===== config.mk =====
export PLATFORM = sky130hd
export DESIGN_NAME = regfile_mp_sb
export DESIGN_NICKNAME = d
export VERILOG_FILES = /design/src/rtl/regfile_pkg.sv /design/src/rtl/regfile_scoreboard.sv /design/src/rtl/regfile_mp_sb.sv
export SDC_FILE = /design/constraint.sdc
export NUM_CORES = 2
export LEC_CHECK = 0
export CAP_MARGIN = 20
export CORE_MARGIN = 5
export CORE_UTILIZATION = 50
export DETAILED_ROUTE_END_ITERATION = 6
export MAX_ROUTING_LAYER = met4
export PLACE_DENSITY = 0.77
export SYNTH_ARGS = -nofsm -noshare
export SYNTH_HDL_FRONTEND = slang
export SYNTH_SLANG_ARGS = --single-unit

===== constraint.sdc =====
create_clock -name clk -period 15.4 [get_ports clk]
set_clock_uncertainty 0.15 [all_clocks]
set_input_delay 2.31 -clock clk [delete_from_list [all_inputs] [get_ports clk]]
set_output_delay 2.31 -clock clk [all_outputs]
set_load 0.02 [all_outputs]

===== src/rtl/regfile_pkg.sv =====
// Shared constants and helpers for the multi-port register file with scoreboard.
package regfile_pkg;

    localparam int unsigned DW_DEF    = 32;
    localparam int unsigned DEPTH_DEF = 32;
    localparam int unsigned NR_DEF    = 2;
    localparam int unsigned NW_DEF    = 1;
    localparam int unsigned ZERO_REG  = 0;
    localparam int unsigned POP_MAX   = 1024;

    function automatic int unsigned clog2(input int unsigned v);
        int unsigned r;
        r = 0;
        for (int unsigned i = 0; i < 32; i++) begin
            if ((32'd1 << i) < v) r = i + 1;
        end
        return r;
    endfunction

    function automatic int unsigned popcount(input logic [POP_MAX-1:0] v);
        int unsigned n;
        n = 0;
        for (int unsigned i = 0; i < POP_MAX; i++) begin
            if (v[i]) n++;
        end
        return n;
    endfunction

endpackage


===== src/rtl/regfile_scoreboard.sv =====
// Per-register pending-write tracking: issue sets, write clears, flush clears all.
module regfile_scoreboard
    import regfile_pkg::*;
#(
    parameter  int unsigned DEPTH = DEPTH_DEF,
    parameter  int unsigned NR    = NR_DEF,
    parameter  int unsigned NW    = NW_DEF,
    localparam int unsigned AW    = clog2(DEPTH)
) (
    input  logic             clk,
    input  logic             reset_n,
    input  logic [NW-1:0]    wr_en,
    input  logic [NW*AW-1:0] wr_addr,
    input  logic             iss_en,
    input  logic [AW-1:0]    iss_addr,
    input  logic             flush,
    input  logic [NR*AW-1:0] rd_addr,
    output logic [NR-1:0]    rd_pending,
    output logic [AW:0]      busy_cnt
);

    logic [DEPTH-1:0] pending;
    logic [DEPTH-1:0] pend_nxt;

    // Priority by assignment order: write clear, then issue set, then flush.
    always_comb begin
        pend_nxt = pending;
        for (int unsigned j = 0; j < NW; j++) begin
            if (wr_en[j]) pend_nxt[wr_addr[j*AW +: AW]] = 1'b0;
        end
        if (iss_en && iss_addr != AW'(ZERO_REG)) pend_nxt[iss_addr] = 1'b1;
        if (flush) pend_nxt = '0;
    end

    always_ff @(posedge clk or negedge reset_n) begin
        if (!reset_n) begin
            pending  <= '0;
            busy_cnt <= '0;
        end else begin
            pending  <= pend_nxt;
            busy_cnt <= (AW+1)'(popcount(POP_MAX'(pend_nxt)));
        end
    end

    always_comb begin
        rd_pending = '0;
        for (int unsigned i = 0; i < NR; i++) begin
            rd_pending[i] = pending[rd_addr[i*AW +: AW]];
        end
    end

endmodule


===== src/rtl/regfile_mp_sb.sv =====
// Multi-port register file with write-to-read bypass and operand-ready flags.
module regfile_mp_sb
    import regfile_pkg::*;
#(
    parameter  int unsigned DW    = DW_DEF,
    parameter  int unsigned DEPTH = DEPTH_DEF,
    parameter  int unsigned NR    = NR_DEF,
    parameter  int unsigned NW    = NW_DEF,
    localparam int unsigned AW    = clog2(DEPTH)
) (
    input  logic             clk,
    input  logic             reset_n,
    input  logic [NR*AW-1:0] rd_addr,
    output logic [NR*DW-1:0] rd_data,
    output logic [NR-1:0]    rd_ready,
    input  logic [NW-1:0]    wr_en,
    input  logic [NW*AW-1:0] wr_addr,
    input  logic [NW*DW-1:0] wr_data,
    input  logic             iss_en,
    input  logic [AW-1:0]    iss_addr,
    input  logic             flush,
    output logic [AW:0]      busy_cnt
);

    logic [DW-1:0] regs [DEPTH];
    logic [NR-1:0] rd_pending;

    regfile_scoreboard #(
        .DEPTH (DEPTH),
        .NR    (NR),
        .NW    (NW)
    ) u_sb (
        .clk        (clk),
        .reset_n    (reset_n),
        .wr_en      (wr_en),
        .wr_addr    (wr_addr),
        .iss_en     (iss_en),
        .iss_addr   (iss_addr),
        .flush      (flush),
        .rd_addr    (rd_addr),
        .rd_pending (rd_pending),
        .busy_cnt   (busy_cnt)
    );

    // Later ports are assigned last, so the highest index wins on equal dest.
    always_ff @(posedge clk or negedge reset_n) begin
        if (!reset_n) begin
            for (int unsigned r = 0; r < DEPTH; r++) regs[r] <= '0;
        end else begin
            for (int unsigned j = 0; j < NW; j++) begin
                if (wr_en[j] && wr_addr[j*AW +: AW] != AW'(ZERO_REG))
                    regs[wr_addr[j*AW +: AW]] <= wr_data[j*DW +: DW];
            end
        end
    end

    always_comb begin
        logic [AW-1:0] a;
        logic          hit;
        logic [DW-1:0] bdata;
        rd_data  = '0;
        rd_ready = '1;
        for (int unsigned i = 0; i < NR; i++) begin
            a     = rd_addr[i*AW +: AW];
            hit   = 1'b0;
            bdata = '0;
            for (int unsigned j = 0; j < NW; j++) begin
                if (wr_en[j] && wr_addr[j*AW +: AW] == a) begin
                    hit   = 1'b1;
                    bdata = wr_data[j*DW +: DW];
                end
            end
            if (!reset_n || a == AW'(ZERO_REG)) begin
                rd_data[i*DW +: DW] = '0;
                rd_ready[i]         = 1'b1;
            end else if (hit) begin
                rd_data[i*DW +: DW] = bdata;
                rd_ready[i]         = 1'b1;
            end else begin
                rd_data[i*DW +: DW] = regs[a];
                rd_ready[i]         = ~rd_pending[i];
            end
        end
    end

endmodule


==> results.txt <==
In this run, the number of DRC markers left after iteration 0 of detailed routing was approximately 5,200. After detailed routing, the number of remaining DRC violations is 0. After layout, the worst setup slack is -1.57 ns. The mapped cell area came out at between 60,000 and 70,000 sq um.

Of the total power, the share spent switching nets is 0.284. The total of flip-flops plus latches after synthesis is 1,062. For this configuration, the core starts out at a cell density of 0.502. The number of placement rows came out at 130.

The clock latency on the worst-skew pair came out at roughly 0.7 ns. For this block, the routed nets add up to 200,000 um of wire. The pin count of the biggest net entering global routing is 171. The die outline height came out at approximately 360 um. The slew of the pin with the lowest slew margin is ~1.2 ns.

The critical path in this run is classified as in2reg. In the routed layout, each cell is associated on average with a via count of 6.76. The share of total power in sequential cells is 0.438. In this run the worst path has a maximum fanout of 3. Setup repair after global routing could not meet its margin everywhere.

The sum of negative setup slack came out at -6.93 ns. The clock transition at the registers of the reported paths came out at 0.06 ns. In the final layout, flip-flops and latches occupy 26,600 sq um. The final hold violation count is 0. The root buffer cell is sky130_fd_sc_hd__clkbuf_16. The final critical-path required period came out at 16.97 ns. Counting along the longest clock path gives a buffer depth of 3. STA puts the critical path data arrival time at 17.45 ns. The number of pins with negative max-slew slack in the final report came out at 0. In this run the worst hold path is classified as reg2reg. After technology mapping, the gate count stands at between 5,000 and 6,000. The internal power consumption came out at ~0.006 W. The worst hold slack across all endpoints came out at 0.251 ns. The total area inside the core boundary comes to roughly 130,000 sq um.

The number of global-route vias before repair came to 48,500. Yosys mapped a number of flops with a built-in enable equal to 0. In this run the power density over the cells is ~120 nW/um^2. The post-route standard cell area excluding fillers is ~72,000 sq um.

The count of warnings emitted by yosys is 0. After clock tree synthesis, the flow added hold-fix buffers numbering 0. The final setup violation count is 5. The final reports fail on setup timing.

After legalization and detailed placement, the total HPWL measured 108,000 um. The worst IR drop on VDD is 0.0000955 V. The average size of a mapped cell came out at approximately 12 sq um. The I/O pin count is approximately 130.

The clock drives between 1,000 and 1,500 sinks. The slowest stage of the critical path is the sky130_fd_sc_hd__or4b_4 cell. The most common flop cell mapped by yosys is sky130_fd_sc_hd__dfrtp_1. From left edge to right edge, the die measures roughly 360 um. Of all flip-flops after synthesis, the portion carrying an async set or reset was 1.00. The post-synthesis net count came out at 5,271. The net switching power figure came out at 0.00239 W. The number of fillers in the final layout came out at between 9,000 and 10,000.

The critical path required time came out at approximately 16 ns. The delay contributed by the slowest stage of the critical path is 0.56 ns. The fraction of layout cells with a size suffix above 1 is 0.397. TritonCTS built the clock tree. The area taken by multi-input logic gates came out at roughly 35,000 sq um. The max-cap violation count came out at 0. The number of buffers created by CTS is 110. STA classifies the critical path startpoint as an input pin. The residual antenna-violating net count after detailed routing came out at 0. The number of antenna violations at the first check in global routing is 9.

The count of input and output buffers is 128. The first-pass GRT wire length is between 300,000 and 400,000 um. The count of nets after finishing came out at 5,341. The run finished, with violations left.

Derived from the worst setup path, the maximum achievable clock frequency is 58.9 MHz. The die footprint is approximately 130,000 sq um. The worst slack after detailed placement is -2.64 ns. The period utilization came out at 1.10. The CTS H-tree depth came out at 3. The area growth from synthesis to layout is 14.3%.

The overflow left after global routing is 0. The part of the power in combinational logic came out at 0.222. The number of different library cells in the post-synthesis netlist is 98. The area of placed instances is ~67,000 sq um.

The part of the total power dissipated in the clock network is 0.339. Of the synthesized area, sequential elements account for 0.422. The placer's final routability congestion estimate is around 0.86. Summed over all cells, the static leakage comes to around 31 nW. In the final routed layout, each cell accounts on average for around 29 um.

The worst relative slew slack came out at 0.221. In the global route stage, overall resource usage came out at 0.304. The endpoint class of the critical path is a flop. The most repeated library cell on the critical path is sky130_fd_sc_hd__ha_1. The first-pass iteration count of the detailed router is 6. The via count is roughly 47,000.
cell usage after synthesis (14+ instances only):
| library cell | number | area [sq um] |
|---|---|---|
| sky130_fd_sc_hd__a211oi_1 | 15 | 113 |
| sky130_fd_sc_hd__a21oi_1 | 245 | 1230 |
| sky130_fd_sc_hd__a221oi_1 | 131 | 1150 |
| sky130_fd_sc_hd__a22oi_1 | 131 | 983 |
| sky130_fd_sc_hd__buf_1 | 124 | 465 |
| sky130_fd_sc_hd__clkbuf_1 | 376 | 1410 |
| sky130_fd_sc_hd__dfrtp_1 | 1062 | 26600 |
| sky130_fd_sc_hd__ha_1 | 30 | 375 |
| sky130_fd_sc_hd__inv_1 | 28 | 105 |
| sky130_fd_sc_hd__mux2_2 | 1134 | 12800 |
| sky130_fd_sc_hd__mux2i_1 | 411 | 4110 |
| sky130_fd_sc_hd__mux4_2 | 264 | 5950 |
| sky130_fd_sc_hd__nand2_1 | 177 | 664 |
| sky130_fd_sc_hd__nand3_1 | 27 | 135 |
| sky130_fd_sc_hd__nand4_1 | 15 | 93.8 |
| sky130_fd_sc_hd__nor2_1 | 207 | 777 |
| sky130_fd_sc_hd__nor2b_1 | 14 | 87.6 |
| sky130_fd_sc_hd__nor3_1 | 22 | 110 |
| sky130_fd_sc_hd__o211ai_1 | 136 | 1020 |
| sky130_fd_sc_hd__o21ai_0 | 237 | 1190 |
| sky130_fd_sc_hd__xnor2_1 | 89 | 780 |
| sky130_fd_sc_hd__xor2_1 | 39 | 342 |
state kept, by name, summed over array words and instances, names as in the netlist:
register / flops
regs: 1024
u_sb.pending: 32
u_sb.busy_cnt: 6
path summary, 6_finish.rpt:
check / startpoint / to / slack [ns] / cells after the start
worst max-delay path: wr_addr[4] / u_sb.busy_cnt[5] / -1.57 / 85
worst min-delay path: regs[1001] / regs[1001] / 0.25 / 0
worst max register to register: u_sb.pending[0] / u_sb.busy_cnt[5] / 0.11 / 84
worst min register to register: regs[1001] / regs[1001] / 0.25 / 0
max in group asynchronous: reset_n / regs[27] / 10.59 / 4
min in group asynchronous: reset_n / regs[901] / 1.41 / 1
repair_timing:
item	4_1_cts	5_1_grt
pin swaps	68	57
setup endpoints to repair	5	5
resized for setup	70	42
buffers inserted	53	17
gates cloned	0	0
final cells by class:
| cell class | count | area share |
|---|---|---|
| multi-input combinational | 3574 | 0.489 |
| sequential | 1062 | 0.369 |
| timing repair buffer | 471 | 0.0574 |
| clock buffer | 153 | 0.0437 |
| tap | 1650 | 0.0287 |
| clock inverter | 53 | 0.0103 |
| inverter | 35 | 0.00186 |
| antenna | 8 | 0.000278 |
critical path: cells and delay by family:
kind            cells  cell delay [ns]
xor+xnor           13             2.06
buf+inv             5             0.52
fa+ha+maj          15             3.94
simple gates       19             2.68
mux                13             2.53
compound gates     20             3.39
placed cells by master (no fill, tap or decap), types with 11 or more instances in the layout:
cell,netlist,routed
sky130_fd_sc_hd__mux2i_1,411,406
sky130_fd_sc_hd__mux2_2,1134,1127
sky130_fd_sc_hd__bufinv_16,0,15
sky130_fd_sc_hd__nand2_1,177,164
sky130_fd_sc_hd__a221oi_1,131,131
sky130_fd_sc_hd__a22oi_1,131,130
sky130_fd_sc_hd__a21oi_1,245,242
sky130_fd_sc_hd__dfrtp_1,1062,1062
sky130_fd_sc_hd__ha_1,30,19
sky130_fd_sc_hd__xor2_1,39,36
sky130_fd_sc_hd__nor2_1,207,179
sky130_fd_sc_hd__xnor2_1,89,78
sky130_fd_sc_hd__clkinv_2,0,21
sky130_fd_sc_hd__ha_4,0,11
sky130_fd_sc_hd__clkbuf_8,0,21
sky130_fd_sc_hd__clkdlybuf4s50_1,0,104
sky130_fd_sc_hd__clkbuf_16,0,114
sky130_fd_sc_hd__nand3_1,27,25
sky130_fd_sc_hd__mux4_2,264,264
sky130_fd_sc_hd__buf_4,1,325
sky130_fd_sc_hd__nand4_1,15,15
sky130_fd_sc_hd__inv_1,28,26
sky130_fd_sc_hd__xnor2_2,12,22
sky130_fd_sc_hd__clkbuf_1,376,21
sky130_fd_sc_hd__nor3_1,22,21
sky130_fd_sc_hd__o211ai_1,136,136
sky130_fd_sc_hd__nor2_4,0,26
sky130_fd_sc_hd__o21ai_0,237,233
routing by layer:
metal / share of wire / track usage
met3: 0.090 / 0.0581
met2: 0.46 / 0.470
met1: 0.38 / 0.381
met4: 0.061 / 0.162
met5: 0 / -
power by group through the flow:
stage / registers, W / clock network, W / logic (W)
after floorplan: 0.00360 / 0 / 0.00135
after global placement: 0.00366 / 0 / 0.00174
after detailed placement: 0.00371 / 0 / 0.00180
after CTS: 0.00367 / 0.00288 / 0.00183
after global routing: 0.00374 / 0.00299 / 0.00201
final: 0.00369 / 0.00286 / 0.00187
stage by stage:
step / util / power, W / instances
after floorplan: - / 0.00495 / 5184
after global placement: 0.534 / 0.00540 / 6715
after detailed placement: 0.534 / 0.00551 / 6715
after CTS: 0.569 / 0.00838 / 6973
after global routing: 0.574 / 0.00875 / 7005
final: 0.574 / 0.00842 / 7006
logic make-up (layout without fill, tap and decap cells):
| logic type | Yosys count | after routing | synth area share |
|---|---|---|---|
| compound gates | 1004 | 1004 | 0.105 |
| other cells | 0 | 8 | 0 |
| flops | 1062 | 1062 | 0.422 |
| xor+xnor | 162 | 162 | 0.0291 |
| buf+inv | 548 | 712 | 0.0330 |
| mux | 1809 | 1809 | 0.363 |
| simple gates | 568 | 568 | 0.0422 |
| fa+ha+maj | 31 | 31 | 0.00612 |
No activity file was read; power rests on OpenSTA's default activity.
